File: src/rtl/nios_div_if.sv
// Divider request/result bundle between the M-stage control and the divide cell.
// Master drives operands and start; slave returns busy/done and the held results.
interface nios_div_if #(
    parameter int DATA_WIDTH = 32
);
    logic [DATA_WIDTH-1:0] M_div_src1;
    logic [DATA_WIDTH-1:0] M_div_src2;
    logic                  M_div_signed;
    logic                  M_div_start;
    logic                  M_div_busy;
    logic                  M_div_done;
    logic [DATA_WIDTH-1:0] M_div_quotient;
    logic [DATA_WIDTH-1:0] M_div_remainder;
    logic                  M_div_by_zero;

    modport master (
        output M_div_src1, M_div_src2, M_div_signed, M_div_start,
        input  M_div_busy, M_div_done, M_div_quotient, M_div_remainder, M_div_by_zero
    );

    modport slave (
        input  M_div_src1, M_div_src2, M_div_signed, M_div_start,
        output M_div_busy, M_div_done, M_div_quotient, M_div_remainder, M_div_by_zero
    );
endinterface

File: src/rtl/nios_div_cell.sv
// Iterative restoring radix-2 divider (signed/unsigned), done DATA_WIDTH+2 cycles after start.
// No backpressure: start is taken only when idle; busy stalls the pipeline meanwhile.
module nios_div_cell #(
    parameter int DATA_WIDTH = 32
) (
    input  logic       clk,
    input  logic       reset_n,
    nios_div_if.slave  div
);
    localparam int CW = (DATA_WIDTH > 1) ? $clog2(DATA_WIDTH) : 1;

    typedef enum logic [1:0] {
        S_IDLE = 2'd0,
        S_CALC = 2'd1,
        S_FIX  = 2'd2
    } state_t;

    state_t                r_state;
    state_t                w_state_nxt;
    logic                  w_accept;

    logic [DATA_WIDTH-1:0] r_src1;
    logic [DATA_WIDTH-1:0] r_dvd;
    logic [DATA_WIDTH-1:0] r_dsr;
    logic [DATA_WIDTH-1:0] r_rem;
    logic [CW-1:0]         r_cnt;
    logic                  r_qsign;
    logic                  r_rsign;
    logic                  r_bz_pend;

    logic                  r_busy;
    logic                  r_done;
    logic [DATA_WIDTH-1:0] r_quot;
    logic [DATA_WIDTH-1:0] r_remd;
    logic                  r_bz;

    logic                  w_neg1;
    logic                  w_neg2;
    logic [DATA_WIDTH-1:0] w_mag1;
    logic [DATA_WIDTH-1:0] w_mag2;
    logic [DATA_WIDTH:0]   w_shift;
    logic [DATA_WIDTH:0]   w_trial;
    logic                  w_qbit;

    assign w_neg1 = div.M_div_signed & div.M_div_src1[DATA_WIDTH-1];
    assign w_neg2 = div.M_div_signed & div.M_div_src2[DATA_WIDTH-1];
    assign w_mag1 = w_neg1 ? -div.M_div_src1 : div.M_div_src1;
    assign w_mag2 = w_neg2 ? -div.M_div_src2 : div.M_div_src2;

    // Partial remainder stays below the divisor, so bit DATA_WIDTH of the trial is the borrow.
    assign w_shift = {r_rem, r_dvd[DATA_WIDTH-1]};
    assign w_trial = w_shift - {1'b0, r_dsr};
    assign w_qbit  = ~w_trial[DATA_WIDTH];

    always_ff @(posedge clk) begin
        if (!reset_n) begin
            r_state <= S_IDLE;
        end else begin
            r_state <= w_state_nxt;
        end
    end

    always_comb begin
        w_state_nxt = r_state;
        w_accept    = 1'b0;
        case (r_state)
            S_IDLE: begin
                if (div.M_div_start) begin
                    w_accept    = 1'b1;
                    w_state_nxt = S_CALC;
                end
            end
            S_CALC: begin
                if (r_cnt == '0) begin
                    w_state_nxt = S_FIX;
                end
            end
            S_FIX:   w_state_nxt = S_IDLE;
            default: w_state_nxt = S_IDLE;
        endcase
    end

    always_ff @(posedge clk) begin
        if (!reset_n) begin
            r_src1    <= '0;
            r_dvd     <= '0;
            r_dsr     <= '0;
            r_rem     <= '0;
            r_cnt     <= '0;
            r_qsign   <= 1'b0;
            r_rsign   <= 1'b0;
            r_bz_pend <= 1'b0;
            r_busy    <= 1'b0;
            r_done    <= 1'b0;
            r_quot    <= '0;
            r_remd    <= '0;
            r_bz      <= 1'b0;
        end else begin
            r_done <= 1'b0;
            case (r_state)
                S_IDLE: begin
                    if (w_accept) begin
                        r_src1    <= div.M_div_src1;
                        r_dvd     <= w_mag1;
                        r_dsr     <= w_mag2;
                        r_rem     <= '0;
                        r_cnt     <= CW'(DATA_WIDTH - 1);
                        r_qsign   <= w_neg1 ^ w_neg2;
                        r_rsign   <= w_neg1;
                        r_bz_pend <= (div.M_div_src2 == '0);
                        r_busy    <= 1'b1;
                        r_quot    <= '0;
                        r_remd    <= '0;
                        r_bz      <= 1'b0;
                    end
                end
                S_CALC: begin
                    r_rem <= w_qbit ? w_trial[DATA_WIDTH-1:0] : w_shift[DATA_WIDTH-1:0];
                    r_dvd <= {r_dvd[DATA_WIDTH-2:0], w_qbit};
                    if (r_cnt != '0) begin
                        r_cnt <= r_cnt - CW'(1);
                    end
                end
                S_FIX: begin
                    // Divide-by-zero result mirrors the architectural convention: all ones / dividend.
                    if (r_bz_pend) begin
                        r_quot <= '1;
                        r_remd <= r_src1;
                    end else begin
                        r_quot <= r_qsign ? -r_dvd : r_dvd;
                        r_remd <= r_rsign ? -r_rem : r_rem;
                    end
                    r_bz   <= r_bz_pend;
                    r_done <= 1'b1;
                    r_busy <= 1'b0;
                end
                default: begin
                    r_busy <= 1'b0;
                end
            endcase
        end
    end

    assign div.M_div_busy      = r_busy;
    assign div.M_div_done      = r_done;
    assign div.M_div_quotient  = r_quot;
    assign div.M_div_remainder = r_remd;
    assign div.M_div_by_zero   = r_bz;
endmodule

File: src/flat_wrapper.sv
// flat-port wrapper written by rule: the top's interface ports become plain ports
module nios_div_cell_flat 
#(
    parameter int DATA_WIDTH = 32
)
  (clk, reset_n, div_M_div_src1, div_M_div_src2, div_M_div_signed, div_M_div_start, div_M_div_busy, div_M_div_done, div_M_div_quotient, div_M_div_remainder, div_M_div_by_zero);
  nios_div_if #(.DATA_WIDTH(DATA_WIDTH)) div_i ();
  input  logic clk;
  input  logic reset_n;
  input wire logic [$bits(div_i.M_div_src1)-1:0] div_M_div_src1;
  input wire logic [$bits(div_i.M_div_src2)-1:0] div_M_div_src2;
  input wire logic [$bits(div_i.M_div_signed)-1:0] div_M_div_signed;
  input wire logic [$bits(div_i.M_div_start)-1:0] div_M_div_start;
  output wire logic [$bits(div_i.M_div_busy)-1:0] div_M_div_busy;
  output wire logic [$bits(div_i.M_div_done)-1:0] div_M_div_done;
  output wire logic [$bits(div_i.M_div_quotient)-1:0] div_M_div_quotient;
  output wire logic [$bits(div_i.M_div_remainder)-1:0] div_M_div_remainder;
  output wire logic [$bits(div_i.M_div_by_zero)-1:0] div_M_div_by_zero;
  assign div_i.M_div_src1 = div_M_div_src1;
  assign div_i.M_div_src2 = div_M_div_src2;
  assign div_i.M_div_signed = div_M_div_signed;
  assign div_i.M_div_start = div_M_div_start;
  assign div_M_div_busy = div_i.M_div_busy;
  assign div_M_div_done = div_i.M_div_done;
  assign div_M_div_quotient = div_i.M_div_quotient;
  assign div_M_div_remainder = div_i.M_div_remainder;
  assign div_M_div_by_zero = div_i.M_div_by_zero;
  nios_div_cell #(.DATA_WIDTH(DATA_WIDTH)) u_core (.clk(clk), .reset_n(reset_n), .div(div_i));
endmodule
File: config.mk
export PLATFORM = sky130hd
export DESIGN_NAME = nios_div_cell_flat
export DESIGN_NICKNAME = d
export VERILOG_FILES = /design/src/rtl/nios_div_if.sv /design/src/rtl/nios_div_cell.sv /design/src/flat_wrapper.sv
export SDC_FILE = /design/constraint.sdc
export NUM_CORES = 1
export LEC_CHECK = 0
export ABC_CLOCK_PERIOD_IN_PS = 5600
export CORE_MARGIN = 1
export CORE_UTILIZATION = 35
export DETAILED_ROUTE_END_ITERATION = 10
export GPL_ROUTABILITY_DRIVEN = 0
export GPL_TIMING_DRIVEN = 0
export SETUP_SLACK_MARGIN = 0.2
export SLEW_MARGIN = 30
export SYNTH_ARGS = -nofsm -noshare
export SYNTH_HDL_FRONTEND = slang
export SYNTH_SLANG_ARGS = --single-unit
File: constraint.sdc
create_clock -name clk -period 5.6 [get_ports clk]
set_input_delay 1.12 -clock clk [delete_from_list [all_inputs] [get_ports clk]]
set_output_delay 1.12 -clock clk [all_outputs]
set_load 0.03 [all_outputs]
==> results of run 1 <==
-- through the flow --
stage                     power, uW  cell area [um^2]  util, %
final                          4500             14900     43.3
after global placement         2860             14100     40.9
after detailed placement       2880             14100     40.9
after global routing           4710             14900     43.3
after CTS                      4500             14900     43.3
after floorplan                2490             12200        -
-- cells in the mapped netlist (all sizes together) (10+ instances only) --
cell    count  area (um^2)
nor3       21          105
a221oi     28          245
nand2     214          803
buf        13         87.6
o21ai     109          546
xor2       53          483
a22oi      12         90.1
nand2b     10         62.6
dfxtp     205         4100
nor2      142          533
a222oi     12          120
inv        85          319
o31ai      25          188
xnor2      94          823
ha         38          475
nand3      29          145
or3        10         62.6
mux2i      32          320
nand4      13         81.3
nor4       16          100
and2       12         75.1
clkbuf     92          345
a21oi     162          811
o41ai      15          131
a211oi     53          398
-- power by group --
group	internal [uW]	total (uW)	leakage [uW]	switching, uW
logic	430	1190	0.00329	758
clock network	981	1640	0.000409	654
registers	1580	1680	0.00167	98.7
-- tightest hold or removal path, cell delays in order (launching register included) --
cell and delay (ns):
dfxtp_1 0.31, nand2_1 0.05, a21oi_1 0.05
-- worst paths after layout --
| kind | from | endpoint | slack (ns) | cells after the start |
|---|---|---|---|---|
| max reg2reg | u_core.r_rem[0] | u_core.r_rem[31] | 1.46 | 13 |
| min | u_core.r_dsr[17] | u_core.r_dsr[17] | 0.45 | 2 |
| max | u_core.r_rem[0] | u_core.r_rem[31] | 1.46 | 13 |
| min reg2reg | u_core.r_dsr[17] | u_core.r_dsr[17] | 0.45 | 2 |
-- final cells by class --
cell class	count	area, um^2	share of cell area [%]
Tap cell	455	569	3.81
Inverter	85	319	2.14
Clock inverter	5	57.6	0.385
Clock buffer	39	768	5.14
Timing Repair Buffer	134	1340	8.98
Sequential cell	205	4100	27.5
Buffer	105	433	2.90
Multi-Input combinational cell	1193	7340	49.2
-- state kept, by name, indices dropped and copies added, names as in the netlist --
name,cells
u_core.div.M_div_quotient,32
u_core.div.M_div_remainder,32
u_core.r_dsr,32
u_core.r_dvd,32
u_core.r_rem,32
u_core.r_src1,32
u_core.r_cnt,5
u_core.r_state,2
u_core.div.M_div_busy,1
u_core.div.M_div_by_zero,1
u_core.div.M_div_done,1
u_core.r_bz_pend,1
u_core.r_qsign,1
u_core.r_rsign,1
-- metal layers --
metal,global-route usage [%],vias up,routed length (um)
li1,-,5943,-
met1,29.9,5830,18300
met2,39.5,436,19900
met3,2.50,59,2550
met4,5.71,0,988
met5,0,-,0
-- logic make-up (layout without fill, tap and decap cells) --
kind of cell / after synthesis / after routing / share of synthesized area (%)
compound gates: 480 / 480 / 25.1
buf+inv: 190 / 368 / 6.16
mux: 32 / 32 / 2.63
fa+ha+maj: 39 / 39 / 4.06
simple gates: 495 / 495 / 17.7
xor+xnor: 147 / 147 / 10.7
flops: 205 / 205 / 33.6
-- cell usage in the layout, fill, tap and decap left out, types with 26 or more instances in the layout --
cell type and n:
ha_1 38, xnor2_1 94, o21ai_0 83, a21oi_1 162, nand3_1 29, xor2_1 52, a221oi_1 28, inv_1 85
o21ai_1 26, mux2i_1 32, clkbuf_1 97, nand2_1 214, clkdlybuf4s50_1 134, dfxtp_1 205, a211oi_1 53, nor2_1 142
==> results.json, run 1 <==
{
  "root_buffer": "clkbuf_16",
  "track_usage_pct": 22.8,
  "port-buffer-count": 134,
  "rsz0062_at_grt": "no",
  "drt_iter0_markers": 1060,
  "async_reset_ff_share_pct": 0,
  "clkSinkCount": 205,
  "hold_class": "register to register",
  "crit_chain": "inv_1 > fa_1 > nand2b_1 > a211oi_1 > o21ai_1 > o211ai_2 > nand2_1 > o31a_1 > o311ai_4 > xor2_4 > buf_8 > mux2i_1 > o21ai_1",
  "nFillCells": 3518,
  "postCtsSetupBuffers": 0,
  "io_pins": 135,
  "ys_warn_count": 0,
  "dp_hpwl_um": 32900,
  "synth.net_count": 1695,
  "first_pass_iters": 5,
  "vias_per_cell": 5.52,
  "htree_levels": 1,
  "cp.required_ns": 5.99,
  "cts_buffers": 25,
  "final_cells": 2221,
  "yosys.cell_types.count": 62,
  "seq_area_frac_synth_pct": 33.6,
  "die_w_um": 189,
  "slew_viol_final": 0,
  "cts_resized": 0,
  "start_kind": "register",
  "path_max_fanout": 10,
  "cts.clk_slew.worst_paths_ns": 0.06,
  "synthToLayoutAreaGrowth_pct": 22.4,
  "ys.flop_type": "dfxtp_1",
  "synth-seq-cells": 205,
  "tns_ns": 0,
  "final.period_utilization_pct": 73.9,
  "cpMostUsedCell": "o21ai_1",
  "crit_path_max_incr_delay_ns": 0.50,
  "clk_latency_ns": 0.55,
  "drive_gt1_share_pct": 3.34,
  "cpMaxStageDelayCell": "dfxtp_1",
  "synth_edf_count": 0,
  "crit_path_end_kind": "register",
  "wirelength_um": 41700,
  "drc_errors": 0,
  "crit_arrival_ns": 4.52,
  "status": "finished, final reports clean",
  "hold_viol": 0,
  "initial_core_util_pct": 35.4,
  "slew_headroom_pct": 44.4,
  "grt_pass1_wl_um": 64000,
  "fmax_mhz": 242,
  "route.detailed.wl_per_inst_um": 18.8,
  "dp.cells": 2177,
  "overflow": 0,
  "cts_tree": "yes",
  "worstSetupPathType": "register to register",
  "fin_ws_ns": 1.46,
  "peakVddDrop_v": 0.000206,
  "leakage_uw": 0.00538,
  "fin_skew_ns": 0.0380,
  "dr_total_vias": 12300,
  "finalSetupViolCount": 0,
  "power_density_mw_per_mm2": 301,
  "detail-route-antenna-nets": 0,
  "tightest_slew_ns": 0.835,
  "min_period_ns": 4.14,
  "detailedPlace.worstSlack_ns": 1.42,
  "cap_violations": 0,
  "synth_area_per_cell_um2": 7.68,
  "crit_family": "compound AO/OA/AOI/OAI gates",
  "fin_nets": 1856,
  "antenna_found_initial": 0,
  "core_mm2": 0.0345,
  "rows": 68,
  "n_antenna_cell": 0,
  "clockBufferDepth": 3,
  "die_area_mm2": 0.0356,
  "grt_pass1_vias": 11300,
  "netlist_area_mm2": 0.0122,
  "grt_max_degree": 13,
  "cts.hold.buffers_added": 0,
  "path_buf_inv": 2,
  "die_h_um": 189,
  "syn_inst": 1588,
  "hold_ws_ns": 0.453
}
Note: power is estimated with default switching activity, not from simulation.
==> inputs of run 2 (changes only) <==
ABC_CLOCK_PERIOD_IN_PS = 3900   (was 5600)
clock period = 3.9 ns   (was 5.6 ns; I/O delays follow)
==> run 2 against run 1 <==
Effect of this change:
- sequential power grew 43%
- design area rose by 0.74%
- via count decreased by 0.40%
- sequential share of layout area is 0.18 points lower
- critical path depth grew 2
- maximum frequency up 17%
- clock power grew 43%
- combinational power increased by 45%
- clock skew fell by 0.0043 ns
- count of clock-buffer cells in the layout unchanged
- critical path type unchanged
- highest routed layer unchanged
==> results.json, run 2 (same netlist as run 1, synthesis figures left out) <==
{
  "rows": 68,
  "initial_core_util_pct": 35.4,
  "cp.required_ns": 4.29,
  "grt_max_degree": 13,
  "netSwitchingFraction_pct": 33.6,
  "track_usage_pct": 22.8,
  "drc_errors": 0,
  "fmax_mhz": 282,
  "port-buffer-count": 134,
  "first_pass_iters": 5,
  "mostFrequentLayoutCell": "nand2_1",
  "seqPwrFrac_pct": 37.2,
  "r2r-start": "u_core.r_dvd[31]",
  "min_period_ns": 3.55,
  "vias_per_cell": 5.49,
  "drive_gt1_share_pct": 4.01,
  "detail-route-antenna-nets": 0,
  "detailedPlace.worstSlack_ns": -0.157,
  "drt_iter0_markers": 1117,
  "cap_violations": 0,
  "final.period_utilization_pct": 91.0,
  "status": "finished, final reports clean",
  "slew_headroom_pct": 45.7,
  "tightest_slew_ns": 0.814,
  "core_mm2": 0.0345,
  "slew_viol_final": 0,
  "wirelength_um": 42000,
  "io_pins": 135,
  "cts_tree": "yes",
  "cts.clk_slew.worst_paths_ns": 0.06,
  "htree_levels": 1,
  "worstSetupPathType": "register to register",
  "holdPathEnd": "u_core.r_dsr[31]",
  "hold_class": "register to register",
  "peakVddDrop_v": 0.000295,
  "fin_skew_ns": 0.0338,
  "power_density_mw_per_mm2": 431,
  "overflow": 0,
  "crit_path_end_kind": "register",
  "start_kind": "register",
  "regToRegSetupSlack_ns": 0.35,
  "root_buffer": "clkbuf_16",
  "finalSetupViolCount": 0,
  "holdPathStages": 2,
  "crit_start": "u_core.r_dvd[31]",
  "p_int_uw": 4310,
  "most-common-layout-cells": "nand2_1, dfxtp_1, a21oi_1",
  "leakage_uw": 0.00542,
  "die_area_mm2": 0.0356,
  "cpMaxStageDelayCell": "fa_2",
  "crit_chain": "inv_1 > ha_1 > fa_2 > nand2b_4 > a211oi_4 > o21ai_4 > o211ai_2 > nand2_1 > o31a_1 > o311ai_4 > xor2_4 > buf_12 > buf_8 > mux2i_1 > o21ai_1",
  "fin_nets": 1861,
  "die_w_um": 189,
  "dp.cells": 2177,
  "route.detailed.wl_per_inst_um": 18.9,
  "n_antenna_cell": 0,
  "power_switching_uw": 2180,
  "grt_pass1_vias": 11400,
  "clkPwrFrac_pct": 36.1,
  "rsz0062_at_grt": "no",
  "hold_viol": 0,
  "clockBufferDepth": 3,
  "clkSinkCount": 205,
  "cts_buffers": 25,
  "reg2reg_depth": 15,
  "path_max_fanout": 10,
  "clk_latency_ns": 0.55,
  "dp_hpwl_um": 32900,
  "total_power_uw": 6490,
  "dr_total_vias": 12200,
  "antenna_found_initial": 0,
  "crit_arrival_ns": 3.94,
  "crit_path_max_incr_delay_ns": 0.36,
  "synthToLayoutAreaGrowth_pct": 23.3,
  "worstHoldStart": "u_core.r_dsr[31]",
  "die_h_um": 189,
  "r2r_end": "u_core.r_rem[31]",
  "cts.hold.buffers_added": 0,
  "grt_pass1_wl_um": 64200,
  "final_cells": 2226,
  "hold_ws_ns": 0.453,
  "fin_ws_ns": 0.350,
  "p_comb_share_pct": 26.7
}
## run 2: per-layer routing
| layer | up-vias | global-route usage, % | routed length, um |
|---|---|---|---|
| met1 | 5793 | 30.0 | 18300 |
| met4 | 0 | 5.55 | 1020 |
| met3 | 64 | 2.51 | 2680 |
| met5 | - | 0 | 0 |
| met2 | 414 | 39.7 | 20000 |
| li1 | 5948 | - | - |
## run 2: critical path: cells and delay by family (launching register included)
kind / cells / cell delay, ns
AOI/OAI and AO/OA: 6 / 1.38
xor gates and xnor gates: 1 / 0.20
adders and majority gates: 2 / 0.59
buffers and inverters: 3 / 0.39
DFF: 1 / 0.35
muxes: 1 / 0.22
and+or+nand+nor: 2 / 0.29
## run 2: layout make-up
type	instances	area, um^2
inverters	85	319
clock buffers	39	768
plain buffers	105	433
fillers	3509	19400
multi-input cells	1193	7380
well taps	455	569
clock inverters	5	57.6
repair buffers	139	1410
flip-flops and latches	205	4110
## run 2: power by group through the flow
stage	logic [uW]	clock network, uW	registers, uW
4_1_cts	1690	2370	2410
5_1_grt	1900	2460	2430
2_1_floorplan	1160	0	2420
6_report	1730	2340	2410
3_3_place_gp	1660	0	2440
3_5_place_dp	1680	0	2450
## run 2: worst max path at each step
stage	to	slack, ns	cells past startpoint
final	u_core.r_rem[31]	0.35	15
after global routing	u_core.r_rem[25]	0.21	15
after CTS	u_core.r_rem[31]	0.20	14
after detailed placement	u_core.r_rem[31]	-0.16	13
after global placement	u_core.r_rem[31]	-0.19	13
after floorplan	u_core.r_rem[25]	0.51	14
## run 2: repair_timing
action	4_1_cts	5_1_grt
resized for setup	3	7
endpoints found under the setup margin	33	34
buffers inserted	2	2
pin swaps	1	3
gates cloned	0	1
## run 2: per-stage QoR
stage / utilization, % / setup TNS [ns] / cell area (um^2)
floorplan: - / 0 / 12200
global placement: 40.9 / -3.86 / 14100
detailed placement: 40.9 / -3.43 / 14100
CTS: 43.4 / 0 / 15000
global route: 43.7 / 0 / 15000
finish: 43.7 / 0 / 15000
==> inputs of run 3 (changes only) <==
CORE_ASPECT_RATIO = 0.6   (was default)
RECOVER_POWER = 25   (was default)
==> run 3 against run 2 <==
Effect of this change:
- design area shrank 1.1%
- combinational power increased by 7%
- clock power shrank 13%
- sequential share of layout area grew 0.30 points
==> results.json, run 3 (same netlist as run 1, synthesis figures left out) <==
{
  "tightest_slew_ns": 0.812,
  "htree_levels": 1,
  "die_area_mm2": 0.0356,
  "core_mm2": 0.0340,
  "worstHoldStart": "u_core.div.M_div_quotient[16]",
  "finalSetupViolCount": 0,
  "crit_chain": "inv_1 > ha_1 > fa_1 > nand2b_4 > a211oi_4 > o21ai_4 > o211ai_2 > nand2_2 > o31a_1 > o311ai_4 > xor2_4 > buf_12 > buf_8 > mux2i_2 > o21ai_1",
  "rows": 52,
  "die_w_um": 243,
  "antenna_found_initial": 2,
  "io_pins": 135,
  "cts_tree": "yes",
  "path_max_fanout": 10,
  "cts.clk_slew.worst_paths_ns": 0.07,
  "start_kind": "register",
  "final_cells": 2223,
  "clockBufferDepth": 3,
  "r2r-start": "u_core.r_dvd[31]",
  "fmax_mhz": 275,
  "grt_max_degree": 15,
  "dp_hpwl_um": 36600,
  "seqPwrFrac_pct": 38.4,
  "crit_arrival_ns": 4.02,
  "reg2reg_depth": 15,
  "power_density_mw_per_mm2": 423,
  "cap_violations": 0,
  "cts.hold.buffers_added": 0,
  "drc_errors": 0,
  "slew_headroom_pct": 45.9,
  "min_period_ns": 3.64,
  "mostFrequentLayoutCell": "nand2_1",
  "nFillCells": 3439,
  "p_comb_share_pct": 29.4,
  "leakage_uw": 0.00556,
  "status": "finished, final reports clean",
  "initial_core_util_pct": 35.9,
  "peakVddDrop_v": 0.000285,
  "dr_total_vias": 12700,
  "detail-route-antenna-nets": 0,
  "regToRegSetupSlack_ns": 0.26,
  "holdPathStages": 2,
  "crit_path_end_kind": "register",
  "die_h_um": 147,
  "crit_path_max_incr_delay_ns": 0.39,
  "overflow": 0,
  "hold_ws_ns": 0.457,
  "grt_pass1_wl_um": 68600,
  "power_switching_uw": 2280,
  "final_util_pct": 43.7,
  "most-common-layout-cells": "nand2_1, dfxtp_1, a21oi_1",
  "synthToLayoutAreaGrowth_pct": 22.0,
  "track_usage_pct": 25.2,
  "p_int_uw": 4020,
  "hold_class": "register to register",
  "worstSetupPathType": "register to register",
  "route.detailed.wl_per_inst_um": 20.8,
  "wirelength_um": 46300,
  "dp.cells": 2181,
  "final.period_utilization_pct": 93.4,
  "netSwitchingFraction_pct": 36.2,
  "fin_skew_ns": 0.0167,
  "holdPathEnd": "u_core.div.M_div_quotient[16]",
  "drive_gt1_share_pct": 3.68,
  "hold_viol": 0,
  "first_pass_iters": 6,
  "slew_viol_final": 0,
  "clkPwrFrac_pct": 32.2,
  "r2r_end": "u_core.r_rem[16]",
  "root_buffer": "clkbuf_16",
  "rsz0062_at_grt": "yes",
  "port-buffer-count": 134,
  "n_antenna_cell": 0,
  "drt_iter0_markers": 1371,
  "cp.required_ns": 4.28,
  "vias_per_cell": 5.71,
  "grt_pass1_vias": 11100,
  "clkSinkCount": 205,
  "clk_latency_ns": 0.53,
  "fin_nets": 1859,
  "cpMaxStageDelayCell": "fa_1",
  "cts_buffers": 21
}
## run 3: layout make-up
type	count	area [um^2]	share of cell area (%)
well taps	459	574	3.86
inverters	85	319	2.14
flip-flops and latches	205	4110	27.6
multi-input cells	1193	7380	49.6
plain buffers	105	442	2.97
clock inverters	7	72.6	0.488
repair buffers	141	1410	9.45
clock buffers	28	582	3.91
## run 3: metal layers
metal / track usage (%) / up-vias / part of all wire (%)
met2: 32.2 / 646 / 37
met1: 40.7 / 6073 / 50
met4: 4.09 / 4 / 1.3
li1: - / 5927 / -
met3: 6.80 / 47 / 12
met5: 0 / - / 0.054
## run 3: worst max-delay path by stage
stage                                 from               end  slack (ns)  depth (start not counted)
after floorplan           u_core.r_dvd[31]  u_core.r_rem[25]        0.51                         14
after global placement    u_core.r_dvd[31]  u_core.r_rem[17]       -0.35                         14
after detailed placement   u_core.r_rem[0]  u_core.r_rem[31]       -0.32                         13
after CTS                 u_core.r_dvd[31]  u_core.r_rem[25]        0.21                         15
after global routing      u_core.r_dvd[31]  u_core.r_rem[16]        0.21                         15
final                     u_core.r_dvd[31]  u_core.r_rem[16]        0.26                         15
## run 3: per-stage QoR
step	total power [uW]	setup slack [ns]	instance area [um^2]	setup TNS [ns]
floorplan	3580	0.508	12200	0
global route	6560	0.205	14900	0
detailed placement	4200	-0.322	14100	-8.52
CTS	6230	0.214	14800	0
finish	6300	0.259	14900	0
global placement	4180	-0.345	14100	-9.42
## run 3: timing repair
action,CTS,global route
resized for setup,3,9
pin swaps,3,4
setup buffers,5,2
cloned,0,0
endpoints found under the setup margin,33,33
## run 3: power by group through the flow
stage / clock [uW] / combinational (uW) / sequential, uW
after floorplan: 0 / 1160 / 2420
after global placement: 0 / 1730 / 2450
after detailed placement: 0 / 1740 / 2460
after CTS: 2050 / 1770 / 2410
after global routing: 2140 / 1990 / 2430
final: 2030 / 1850 / 2420
## run 3: worst max-delay path, delay by kind of cell (launching register included)
family                   cells  cell delay [ns]
AO/OA/AOI/OAI                6             1.43
adder cells (fa/ha/maj)      2             0.59
buffers and inverters        3             0.38
flip-flops                   1             0.35
AND/OR/NAND/NOR              2             0.28
multiplexers                 1             0.22
XOR/XNOR                     1             0.21
